### src/rtl/led_pkg.sv
// led_pkg: channel state encoding and default fader constants shared by led_fader and its channels.
package led_pkg;
  typedef enum logic [1:0] {OFF, HOLD, DECAY} ch_state_t;
  localparam int DEF_PWM_BITS   = 8;
  localparam int DEF_DECAY_DIV  = 65536;
  localparam int DEF_HOLD_TICKS = 4;
  localparam int DEF_DECAY_STEP = 16;
endpackage

### src/rtl/led_fade_channel.sv
// led_fade_channel: one LED's strike/hold/decay FSM with registered PWM compare.
// LED_FADER_GAMMA_EN selects square-law dimming of the compare level.
module led_fade_channel
  import led_pkg::*;
#(
  parameter int PWM_BITS   = DEF_PWM_BITS,
  parameter int HOLD_TICKS = DEF_HOLD_TICKS,
  parameter int DECAY_STEP = DEF_DECAY_STEP
) (
  input  logic                clk,
  input  logic                rst,
  input  logic                tick,
  input  logic                strike,
  input  logic [PWM_BITS-1:0] pwm_cnt,
  output logic                led,
  output logic                active
);
  localparam int HW = $clog2(HOLD_TICKS + 2);
  localparam logic [PWM_BITS-1:0] FULL = '1;
  ch_state_t state, state_nx;
  logic [PWM_BITS-1:0] level, level_nx, dec, eff;
  logic [HW-1:0] hold, hold_nx, hold_dec;
  logic led_nx;
  assign dec = int'(level) > DECAY_STEP ? level - PWM_BITS'(DECAY_STEP) : '0;
  // saturate at 0 so HOLD_TICKS = 0 still leaves HOLD on the first tick
  assign hold_dec = hold == '0 ? '0 : hold - 1'b1;
  assign active = state != OFF;
`ifdef LED_FADER_GAMMA_EN
  logic [2*PWM_BITS-1:0] sq;
  assign sq  = {{PWM_BITS{1'b0}}, level} * {{PWM_BITS{1'b0}}, level};
  assign eff = sq[2*PWM_BITS-1:PWM_BITS];
`else
  assign eff = level;
`endif
  always_comb begin
    state_nx = state;
    level_nx = level;
    hold_nx  = hold;
    if (strike) begin
      state_nx = HOLD;
      level_nx = FULL;
      hold_nx  = HW'(HOLD_TICKS);
    end else if (tick && state == HOLD) begin
      hold_nx  = hold_dec;
      state_nx = hold_dec == '0 ? DECAY : HOLD;
    end else if (tick && state == DECAY) begin
      level_nx = dec;
      state_nx = dec == '0 ? OFF : DECAY;
    end
    led_nx = active && (level == FULL || pwm_cnt < eff);
  end
  always_ff @(posedge clk or posedge rst)
    if (rst) begin
      state <= OFF;
      level <= '0;
      hold  <= '0;
      led   <= 1'b0;
    end else begin
      state <= state_nx;
      level <= level_nx;
      hold  <= hold_nx;
      led   <= led_nx;
    end
endmodule

### src/rtl/led_fader.sv
// led_fader: NUM_CH strike-triggered LED faders sharing a decay prescaler and PWM counter.
// Define LED_FADER_GAMMA_EN for square-law dimming.
module led_fader
  import led_pkg::*;
#(
  parameter int NUM_CH     = 6,
  parameter int PWM_BITS   = DEF_PWM_BITS,
  parameter int DECAY_DIV  = DEF_DECAY_DIV,
  parameter int HOLD_TICKS = DEF_HOLD_TICKS,
  parameter int DECAY_STEP = DEF_DECAY_STEP
) (
  input  logic              clk,
  input  logic              rst,
  input  logic [NUM_CH-1:0] pulse_in,
  output logic [NUM_CH-1:0] led_out,
  output logic              busy
);
  localparam int PW = DECAY_DIV > 2 ? $clog2(DECAY_DIV) : 1;
  logic [PW-1:0] presc;
  logic [PWM_BITS-1:0] pwm_cnt;
  logic [NUM_CH-1:0] active;
  logic tick;
  assign tick = presc == PW'(DECAY_DIV - 1);
  always_ff @(posedge clk or posedge rst)
    if (rst) begin
      presc   <= '0;
      pwm_cnt <= '0;
      busy    <= 1'b0;
    end else begin
      presc   <= tick ? '0 : presc + 1'b1;
      pwm_cnt <= pwm_cnt + 1'b1;
      busy    <= |active;
    end
  for (genvar i = 0; i < NUM_CH; i++) begin : g_ch
    led_fade_channel #(
      .PWM_BITS  (PWM_BITS),
      .HOLD_TICKS(HOLD_TICKS),
      .DECAY_STEP(DECAY_STEP)
    ) u_ch (
      .clk    (clk),
      .rst    (rst),
      .tick   (tick),
      .strike (pulse_in[i]),
      .pwm_cnt(pwm_cnt),
      .led    (led_out[i]),
      .active (active[i])
    );
  end
endmodule

### config.mk
export PLATFORM = sky130hd
export DESIGN_NAME = led_fader
export DESIGN_NICKNAME = d
export VERILOG_FILES = /design/src/rtl/led_pkg.sv /design/src/rtl/led_fade_channel.sv /design/src/rtl/led_fader.sv
export SDC_FILE = /design/constraint.sdc
export NUM_CORES = 1
export LEC_CHECK = 0
export BUFFER_PORTS_ARGS = -buffer_cell sky130_fd_sc_hd__buf_2
export CAP_MARGIN = 20
export CELL_PAD_IN_SITES_DETAIL_PLACEMENT = 1
export CELL_PAD_IN_SITES_GLOBAL_PLACEMENT = 2
export CORE_ASPECT_RATIO = 0.75
export CORE_MARGIN = 10
export CORE_UTILIZATION = 30
export DETAILED_ROUTE_END_ITERATION = 8
export GPL_TIMING_DRIVEN = 0
export PLACE_DENSITY = 0.71
export SLEW_MARGIN = 20
export SYNTH_ARGS = -nofsm -noshare
export SYNTH_HDL_FRONTEND = slang
export SYNTH_SLANG_ARGS = --single-unit
export TNS_END_PERCENT = 100
### constraint.sdc
create_clock -name clk -period 4.8 [get_ports clk]
set_input_delay 0.48 -clock clk [delete_from_list [all_inputs] [get_ports clk]]
set_output_delay 0.48 -clock clk [all_outputs]
set_load 0.03 [all_outputs]
==> summary.md <==
| Metric | Value |
|---|---|
| Final hold vios | 0 |
| Top_reg_cell synth | dfrtp_1 |
| Net load switching power | 419 uW |
| Post-Place Setup Slack | 1750 ps |
| Crit-path max FO | 10 |
| Total CTS buffers | 9 |
| Most frequent cells in the layout | dfrtp_1, ha_1, inv_1, nand2_1, a21oi_1 |
| Net Count, Synth | 726 |
| Max Cap Viol | 0 |
| CTS Buffer Depth | 2 |
| Netlist cell types | 52 |
| Fillers | 2386 |
| Post-CTS Resized | 0 |
| Area of the die | 0.0275 mm^2 |
| Most common cell after layout, fill and taps aside | dfrtp_1 |
| Final number of setup-violating endpoints | 0 |
| Vias | 5049 |
| Reg2reg start | presc[0]$_DFF_PP0_ |
| Wire per inst | 17.8 um |
| DR vias/cell | 5.18 |
| Htree depth | 3 |
| Combinational fraction of design power | 2.4% |
| Final Max Slew Viols | 0 |
| First-pass GRT wire length | 29600 um |
| Tmin final | 3040 ps |
| Leak | 3.42 nW |
| Synth async-reset ratio | 100% |
| Total Neg Setup Slack | 0 ps |
| Post-Syn Instances | 654 |
| Rel. slew slack | 43.0% |
| Gr ovfl total | 0 |
| Register area share after synthesis | 42.9% |
| Mapped Area | 0.00636 mm^2 |
| Num Clock Sinks | 109 |
| Die Ht | 146 um |
| VDD IR max | 0.000152 V |
| Power Total | 1.86 mW |
| 1st-pass router iterations | 4 |
| Total GRT Usage | 13.1% |
| Fraction of layout cells with a size suffix above 1 | 8.45% |
| Synthesized flop and latch total | 109 |
| Worst Setup SP | presc[0]$_DFF_PP0_ |
| Required time worst endpoint | 5040 ps |
| Drt total wl | 17300 um |
| Arr. time, crit path | 3280 ps |
| P per Cell Area | 259 mW/mm^2 |
| Clk Latency, worst-skew pair | 370 ps |
| CTS clock-pin slew for the worst setup and hold paths | 80 ps |
| RSZ-0062 raised after global routing | no |
| Top-Level Pins | 15 |
| TritonCTS clock tree | built |
| Cts hold-fix bufs | 0 |
| Worst-Margin Slew | 849 ps |
| Sw Share | 22.5% |
| Number of antenna violations at the first check in global routing | 1 |
| Antenna Cells | 0 |
| DRC violations left | 0 |
| Final worst slack | 1760 ps |
| Crit. End Element | register |
| Status | finished, final reports clean |
| Gpl congestion | 0.829 |
| Area of the core | 0.0210 mm^2 |
| Detail Route Antenna Nets | 0 |
| Horiz. Die Dim | 188 um |
| Worst Path Class, Setup | reg2reg |
| Cell internal pwr | 1.45 mW |
| Initial core utilization | 30.3% |
| Warnings, synthesis | 0 |
| Multi-input gate area | 0.00336 mm^2 |
| Clock power frac | 48.0% |
| Root Driver | clkbuf_16 |
| Port buffer count | 14 |
| Placed wire-length estimate | 12400 um |
| Row count | 46 |
| Hold Crit Class | in2async |
| Vias in the first global route | 5676 |
| Storage cell area | 0.00273 mm^2 |
| Final period util | 63.4% |
| Sequential Power Share | 49.5% |
| Synth Area per Inst | 9.72 um^2 |
| Starting DRT DRC Count | 284 |
| Final nets | 753 |
| Final Skew | 8.56 ps |
| Number of synthesized flops with an enable pin | 0 |
| Setup Fix Bufs, Post-CTS | 0 |
| CP startpoint kind | register |
| Maximum clock rate | 329 MHz |
| Largest net degree at the start of global routing | 64 |
| Layout area overhead | 13.2% |
==> through the flow <==
step	cells	area, um^2	hold WS, ps	util, %
finish	974	7200	195	34.3
global route	974	7200	250	34.3
CTS	974	7200	215	34.3
detailed placement	958	6850	485	32.6
global placement	956	6790	471	32.3
floorplan	654	6360	448	-
==> state kept, by name, indices dropped and copies added, names as in the netlist <==
register	count
g_ch.u_ch.eff	48
g_ch.u_ch.hold	18
presc	16
g_ch.u_ch.state	12
pwm_cnt	8
g_ch.u_ch.led	6
busy	1
==> critical path: stages, from the launching register on <==
cell and delay (ps):
dfrtp_1 410, ha_1 270, nand4_4 200, or4_4 580
buf_6 180, clkbuf_1 370, clkbuf_1 460, nor4_1 350
nor3_1 80
==> final timing paths <==
check	depth (start not counted)	slack, ps	end
max	8	1760	g_ch[3].u_ch.state[1]$_DFFE_PP0P_
min	2	200	presc[6]$_DFF_PP0_
max reg2reg	8	1760	g_ch[3].u_ch.state[1]$_DFFE_PP0P_
min reg2reg	1	490	presc[14]$_DFF_PP0_
max in group asynchronous	3	3940	g_ch[2].u_ch.eff[4]$_DFFE_PP0P_
min in group clk	2	340	g_ch[3].u_ch.eff[5]$_DFFE_PP0P_
==> power groups by stage <==
stage                     combinational [mW]  sequential, mW  clock [mW]
after floorplan                       0.0276           0.941           0
after global placement                0.0422           0.942           0
after detailed placement              0.0475           0.942           0
after CTS                             0.0477           0.923       0.920
after global routing                  0.0530           0.924       0.958
final                                 0.0453           0.923       0.896
==> per-layer routing <==
metal | vias to the layer above | wire length (um) | GRT usage (%)
met5 | - | 0 | 0
met4 | 0 | 154 | 2.91
met3 | 10 | 356 | 2.67
met2 | 25 | 8050 | 21.2
met1 | 2595 | 8760 | 17.6
li1 | 2419 | - | -
==> final cells by class <==
cell class | instances | share of cell area [%]
Buffer | 18 | 1.36
Clock buffer | 9 | 3.13
Clock inverter | 7 | 1.70
Inverter | 53 | 2.83
Multi-Input combinational cell | 474 | 46.6
Sequential cell | 109 | 37.9
Tap cell | 288 | 5.01
Timing Repair Buffer | 16 | 1.46
==> synth_stat cells, drive strengths merged, types with 5 or more instances <==
| cell | number | share of area [%] |
|---|---|---|
| a211o | 15 | 2.1 |
| a21o | 34 | 4.0 |
| a21oi | 40 | 3.1 |
| a31oi | 11 | 1.1 |
| buf | 7 | 0.89 |
| clkbuf | 11 | 0.65 |
| dfrtp | 109 | 43 |
| ha | 64 | 13 |
| inv | 53 | 3.1 |
| nand2 | 47 | 2.8 |
| nand2b | 19 | 1.9 |
| nand3 | 20 | 1.6 |
| nand4 | 15 | 1.9 |
| nor2 | 39 | 2.3 |
| nor3 | 23 | 1.8 |
| nor4 | 13 | 1.5 |
| o2111ai | 6 | 0.83 |
| o21ai | 27 | 2.1 |
| o311ai | 5 | 0.69 |
| o41ai | 5 | 0.69 |
| or2 | 6 | 0.59 |
| or3 | 7 | 0.69 |
| or3b | 6 | 0.83 |
| or4 | 12 | 1.5 |
| xnor2 | 11 | 1.5 |
| xor2 | 12 | 1.7 |
==> cells by family after synthesis <==
| group | synth area share [%] |
|---|---|
| muxes | 0.315 |
| adders and majority gates | 12.6 |
| DFF | 42.9 |
| and+or+nand+nor | 19.5 |
| xor gates and xnor gates | 3.17 |
| buffers and inverters | 4.67 |
| AOI/OAI and AO/OA | 16.9 |
(Power assumes the default switching activity.)
